[config.mk]
export PLATFORM = sky130hd
export DESIGN_NAME = register_file
export DESIGN_NICKNAME = d
export VERILOG_FILES = /design/src/rtl/mips_pkg.sv /design/src/rtl/rf_read_port.sv /design/src/rtl/register_file.sv
export SDC_FILE = /design/constraint.sdc
export NUM_CORES = 2
export LEC_CHECK = 0
export ABC_CLOCK_PERIOD_IN_PS = 1500
export BUFFER_PORTS_ARGS = -buffer_cell sky130_fd_sc_hd__buf_2
export CORE_ASPECT_RATIO = 1.25
export CORE_MARGIN = 4
export CORE_UTILIZATION = 43
export CTS_CLUSTER_SIZE = 30
export DETAILED_ROUTE_END_ITERATION = 12
export MAX_ROUTING_LAYER = met4
export PLACE_DENSITY = 0.62
export SLEW_MARGIN = 15
export SYNTH_ARGS = -nofsm -noshare
export SYNTH_HDL_FRONTEND = slang
export SYNTH_HIERARCHICAL = 1
export SYNTH_SLANG_ARGS = --single-unit
export TNS_END_PERCENT = 10
[constraint.sdc]
create_clock -name clk -period 1.5 [get_ports clk]
set_input_delay 0.075 -clock clk [delete_from_list [all_inputs] [get_ports clk]]
set_output_delay 0.075 -clock clk [all_outputs]
set_load 0.005 [all_outputs]
[src/rtl/mips_pkg.sv]
// Shared constants for the MIPS-style datapath blocks.
// Provides default register-file widths and the hardwired zero register index.
package mips_pkg;

    localparam int DATA_W   = 32;
    localparam int ADDR_W   = 5;
    localparam int REG_ZERO = 0;

endpackage

[src/rtl/rf_read_port.sv]
// One combinational register-file read port: zero check, optional bypass, mux.
// Ports: addr, regs (storage), wrEn/wrAddr/wrData (bypass source), readData.
// Macro REG_BYPASS_EN enables same-cycle write-through.
module rf_read_port
    import mips_pkg::*;
#(
    parameter int DATA_W = mips_pkg::DATA_W,
    parameter int ADDR_W = mips_pkg::ADDR_W
) (
    input  logic [ADDR_W-1:0] addr,
    input  logic [DATA_W-1:0] regs [2**ADDR_W],
    input  logic              wrEn,
    input  logic [ADDR_W-1:0] wrAddr,
    input  logic [DATA_W-1:0] wrData,
    output logic [DATA_W-1:0] readData
);

    localparam logic [ADDR_W-1:0] ZERO_ADDR = ADDR_W'(REG_ZERO);

`ifdef REG_BYPASS_EN
    logic bypassHit;

    // wrEn arrives already qualified by reset; address 0 never forwards
    assign bypassHit = wrEn && (wrAddr == addr) && (addr != ZERO_ADDR);

    always_comb begin
        readData = '0;
        unique case (1'b1)
            (addr == ZERO_ADDR): readData = '0;
            bypassHit:           readData = wrData;
            default:             readData = regs[addr];
        endcase
    end
`else
    logic unusedBypass;

    assign unusedBypass = ^{wrEn, wrAddr, wrData};

    always_comb begin
        readData = '0;
        unique case (1'b1)
            (addr == ZERO_ADDR): readData = '0;
            default:             readData = regs[addr];
        endcase
    end
`endif

endmodule

[src/rtl/register_file.sv]
// 2-read / 1-write register file with register 0 hardwired to zero.
// Ports: clk, rst_n, rs/rt (read addr), rd/regWrite/writeData, readData1/2.
// Macro REG_BYPASS_EN enables same-cycle write-through on the read ports.
module register_file
    import mips_pkg::*;
#(
    parameter int DATA_W = mips_pkg::DATA_W,
    parameter int ADDR_W = mips_pkg::ADDR_W
) (
    input  logic              clk,
    input  logic              rst_n,
    input  logic [ADDR_W-1:0] rs,
    input  logic [ADDR_W-1:0] rt,
    input  logic [ADDR_W-1:0] rd,
    input  logic              regWrite,
    input  logic [DATA_W-1:0] writeData,
    output logic [DATA_W-1:0] readData1,
    output logic [DATA_W-1:0] readData2
);

    localparam int DEPTH = 2**ADDR_W;
    localparam logic [ADDR_W-1:0] ZERO_ADDR = ADDR_W'(REG_ZERO);

    logic [DATA_W-1:0] regs [DEPTH];
    logic              wrEn;

    // Writes (and bypass) are suppressed while reset is held
    assign wrEn = regWrite && rst_n;

    always_ff @(posedge clk or negedge rst_n) begin
        if (!rst_n) begin
            for (int i = 0; i < DEPTH; i++) begin
                regs[i] <= '0;
            end
        end else if (wrEn && (rd != ZERO_ADDR)) begin
            regs[rd] <= writeData;
        end
    end

    rf_read_port #(
        .DATA_W (DATA_W),
        .ADDR_W (ADDR_W)
    ) u_port1 (
        .addr     (rs),
        .regs     (regs),
        .wrEn     (wrEn),
        .wrAddr   (rd),
        .wrData   (writeData),
        .readData (readData1)
    );

    rf_read_port #(
        .DATA_W (DATA_W),
        .ADDR_W (ADDR_W)
    ) u_port2 (
        .addr     (rt),
        .regs     (regs),
        .wrEn     (wrEn),
        .wrAddr   (rd),
        .wrData   (writeData),
        .readData (readData2)
    );

endmodule

# Word-level counts from Yosys, hierarchy flattened
# Cells that the tools add are included.
# totals
ff_bits	1024
input_bits	50
output_inout_bits	64
word_cells	56
# op_classes
order_cmp	4
muxes	11
bitwise_logic	3
n_reduce_logical	6
# op_table
op	n
bitwise mux 1024 bit	1
binary-select mux 32 bit (select 5 bit)	2
two-way mux 32 bit	7
demux 32 bit (select 5 bit)	1
greater-or-equal comparator 6 bit (second input constant)	3
NOT 5 -> 6 bit	3
logical NOT 5 bit	2
< comparator 6 x 1 -> 1 bit (second input constant)	1
nonzero test 5 bit	1
logical AND 1 bit	3

# Logic depth before layout (Yosys ltp)
# depth
depth_word	6
ltp_mapped	7
ltp_nobuf	4

# Modules after synthesis
# The synthesis kept the hierarchy.
# by_module_without_submodules
module	n_inst	cells_per_inst	area_each_um2	seq_area_each_um2
register_file	1	2285	38010.2	25624.6
rf_read_port	2	664	8368.0	0.0

# Worst setup path before layout
# OpenSTA, ideal clock, no wires.
# synth_path
path_type	input to output
from	in rs[0]
to	out readData1[9]
arrival_ps	1373
required_ps	1425
setup_slack_ps	52
path_stages	5
path_buffers	2
path_cell_list	buf_4 buf_2 mux4_2 a211oi_1 a311oi_2
# synth_between
elab_chain_cells	5
elab_cells_between_ends	6
classes_between	mux (4); bitwise (1); reduce/logical (1)
# synth_rtl
item	line	source
start: declaration	register_file.sv:12	input logic [ADDR_W-1:0] rs,
NOT 5 -> 6 bit (implied by the code)	rf_read_port.sv:43	default: readData = regs[addr];
binary-select mux 32 bit (select 5 bit)	rf_read_port.sv:43	
two-way mux 32 bit (implied by the code) (2 in series)	rf_read_port.sv:43	
two-way mux 32 bit (*)	rf_read_port.sv:41	unique case (1'b1)
end: declaration	register_file.sv:17	output logic [DATA_W-1:0] readData1,
# Mark *: on every way between the ends. The rest lies on a longest branch, timed or not. The select of a mux whose other input is x is not followed.

# Worst setup path in the final report
# layout_path
from	reg regs[900] (netlist bit)
to	out readData1[4]
# layout_between
elab_chain_cells	4
# layout_rtl
item	line	source
start: declaration	register_file.sv:24	logic [DATA_W-1:0] regs [DEPTH];
start signal: indexed assignment	register_file.sv:36	regs[rd] <= writeData;
binary-select mux 32 bit (select 5 bit)	rf_read_port.sv:43	
two-way mux 32 bit (implied by the code) (2 in series)	rf_read_port.sv:43	
two-way mux 32 bit	rf_read_port.sv:41	
# Every way passes these cells. The select of a mux whose other input is x is not followed.

==> impl_metrics.tcl <==
set metrics [dict create \
    status "finished with violations" \
    violations "setup timing" \
    finalSetupViolations 64 \
    syn_nets 3662 \
    p_leak_uw 0.03037 \
    cts_buffers 107 \
    slowest_stage "mux4_2" \
    ios 114 \
    path_class "reg2out" \
    dieWidth_microns 327.1 \
    core_sq_um 126600 \
    cp_common_cell "buf_4" \
    critPathBufInv 3 \
    maxCapViolCount 0 \
    grt_pass1_vias 38347 \
    drt_wl_total_microns 182500 \
    vias_per_cell 6.236 \
    path_delay_family "buffers and inverters" \
    post-place-cells 5653 \
    num_rows 146 \
    critical_path.max_stage_delay_ns 0.46 \
    clk_pin_slew_ns 0.06 \
    root_buffer "clkbuf_16" \
    crit_chain "mux4_2 -> nor2b_1 -> a211oi_1 -> buf_4 -> a311oi_1 -> buf_4 -> buf_2" \
    finalCritPeriodShare_pct 169.7 \
    dpl.hpwl_microns 121600 \
    fillCellCount 10259 \
    slew_headroom_pct 39.78 \
    arrival_ns 2.47 \
    areaGrowthSynthToFinish_pct 23.15 \
    avgSynthCellArea_sq_um 15.16 \
    skew_ns 0 \
    synth-warning-count 6 \
    clock_latency_ns 0.71 \
    fp.dieH_microns 406.9 \
    layout-drive-gt1-share_pct 63.55 \
    fin_total_pwr_uw 77530 \
    top_register "regs" \
    cts_buffer_depth 3 \
    fmax_mhz 392.9 \
    power_density_nw_per_um2 1150 \
    grt_start_max_net_pins 150 \
    grt_first_pass_wirelength_microns 269600 \
    wl_per_cell_microns 31.02 \
    path_max_fanout 3 \
    ir_worst_vdd_uv 952.4 \
    max_slew.worst_pin.slew_ns 0.9034 \
    end_kind "output port" \
    num_vias 36684 \
    reg.largest.list "regs x1024" \
    initial_core_util_pct 43.24 \
    netlist_area_sq_um 54740 \
    cp-start-kind "flip-flop" \
    drc 0 \
    port_buffers 113 \
    hold_slack_ns 0.1360 \
    gp_congestion 0.9048 \
    cts.sinks 1024 \
    syn_inst 3612 \
    dieArea_sq_um 133100 \
    fin_nets 4135 \
    largest_reg_flops 1024 \
    period_needed_ns 2.545 \
    cts_tree "built" \
    cp.required_ns 1.42 \
    hold_viol_final 0 \
    h-tree-depth 3 \
    drt_iter0_drc 3313 \
    grt_overflow_total 0 \
    track_usage_pct 28.36 \
    drt_first_pass_iters 5 \
    layoutNonFillerInstCount 5883 \
    grt_setup_unrepaired "yes" \
    slew_violations 0 \
    fin_ws_ns -1.045 \
    antenna_found_initial 7 \
    hold_path_class "in2reg" \
    postRouteAntennaNets 0 \
]
-- worst min-delay path: stages --
cell	delay, ns
buf_2	0.14
nor3b_2	0.13
nand2_4	0.17
buf_12	0.16
mux2_2	0.15
-- through the flow --
| step | setup slack (ns) | utilization, % | instance area [sq um] | setup TNS, ns |
|---|---|---|---|---|
| after floorplan | 0.05250 | - | 54740 | 0 |
| after global placement | -0.9426 | 49.25 | 62350 | -95.10 |
| after detailed placement | -0.9774 | 49.25 | 62350 | -105.24 |
| after CTS | -1.082 | 52.93 | 67010 | -63.71 |
| after global routing | -1.093 | 53.25 | 67410 | -64.37 |
| final | -1.045 | 53.25 | 67410 | -60.08 |
-- final timing paths --
check	startpoint	end	slack (ns)	cells past startpoint
hold / removal	rd[2]	regs[763]$_DFFE_PN0P_	0.14	5
hold reg to reg	regs[1023]$_DFFE_PN0P_	regs[1023]$_DFFE_PN0P_	0.40	0
max in group asynchronous	rst_n	regs[947]$_DFFE_PN0P_	0.27	5
min in group asynchronous	rst_n	regs[202]$_DFFE_PN0P_	0.16	3
setup / recovery	regs[900]$_DFFE_PN0P_	readData1[4]	-1.04	7
setup reg to reg	regs[498]$_DFFE_PN0P_	regs[498]$_DFFE_PN0P_	0.59	2
-- power by group --
part / switching (uW) / internal (uW) / total (uW) / leakage [uW]
clock network: 11800 / 17400 / 29200 / 0.00191
logic: 6010 / 8600 / 14600 / 0.0148
registers: 2530 / 31200 / 33700 / 0.0136
total: 20300 / 57200 / 77500 / 0.0304
-- layout make-up --
class | count | area [sq um] | share of cell area, %
antenna | 5 | 12.51 | 0.01856
clock buffer | 152 | 3162 | 4.690
timing repair buffer | 789 | 7816 | 11.59
multi-input combinational | 2161 | 27970 | 41.49
inverter | 2 | 12.51 | 0.01856
clock inverter | 48 | 689.4 | 1.023
sequential | 1024 | 25620 | 38.01
tap | 1702 | 2130 | 3.159
-- cell usage in the layout, fill, tap and decap left out, drive strengths merged, types with 4 or more instances in the layout --
cell type / n
o21ai: 112
mux2: 1056
nor2b: 68
a221oi: 48
nor2: 22
dfrtp: 1024
diode: 5
nand2: 47
bufinv: 16
dlygate4sd3: 34
a22oi: 64
mux4: 448
clkbuf: 152
mux2i: 128
inv: 4
clkinv: 28
o2111ai: 16
a211oi: 64
a311oi: 64
buf: 755
-- per-layer routing --
metal / global-route usage (%) / routed length [microns] / vias up
met5: - / 0 / -
met4: 10.16 / 7367 / 0
met3: 4.166 / 11470 / 372
met2: 45.65 / 88710 / 1351
met1: 37.01 / 74960 / 19908
li1: - / - / 15053
-- timing repair --
item	CTS	global route
endpoints found under the hold margin	1449	0
gates resized for setup	107	87
setup buffers	0	2
hold buffers	34	0
setup endpoints to repair	64	64
pin swaps	20	19
Note: power is estimated with default switching activity, not from simulation.
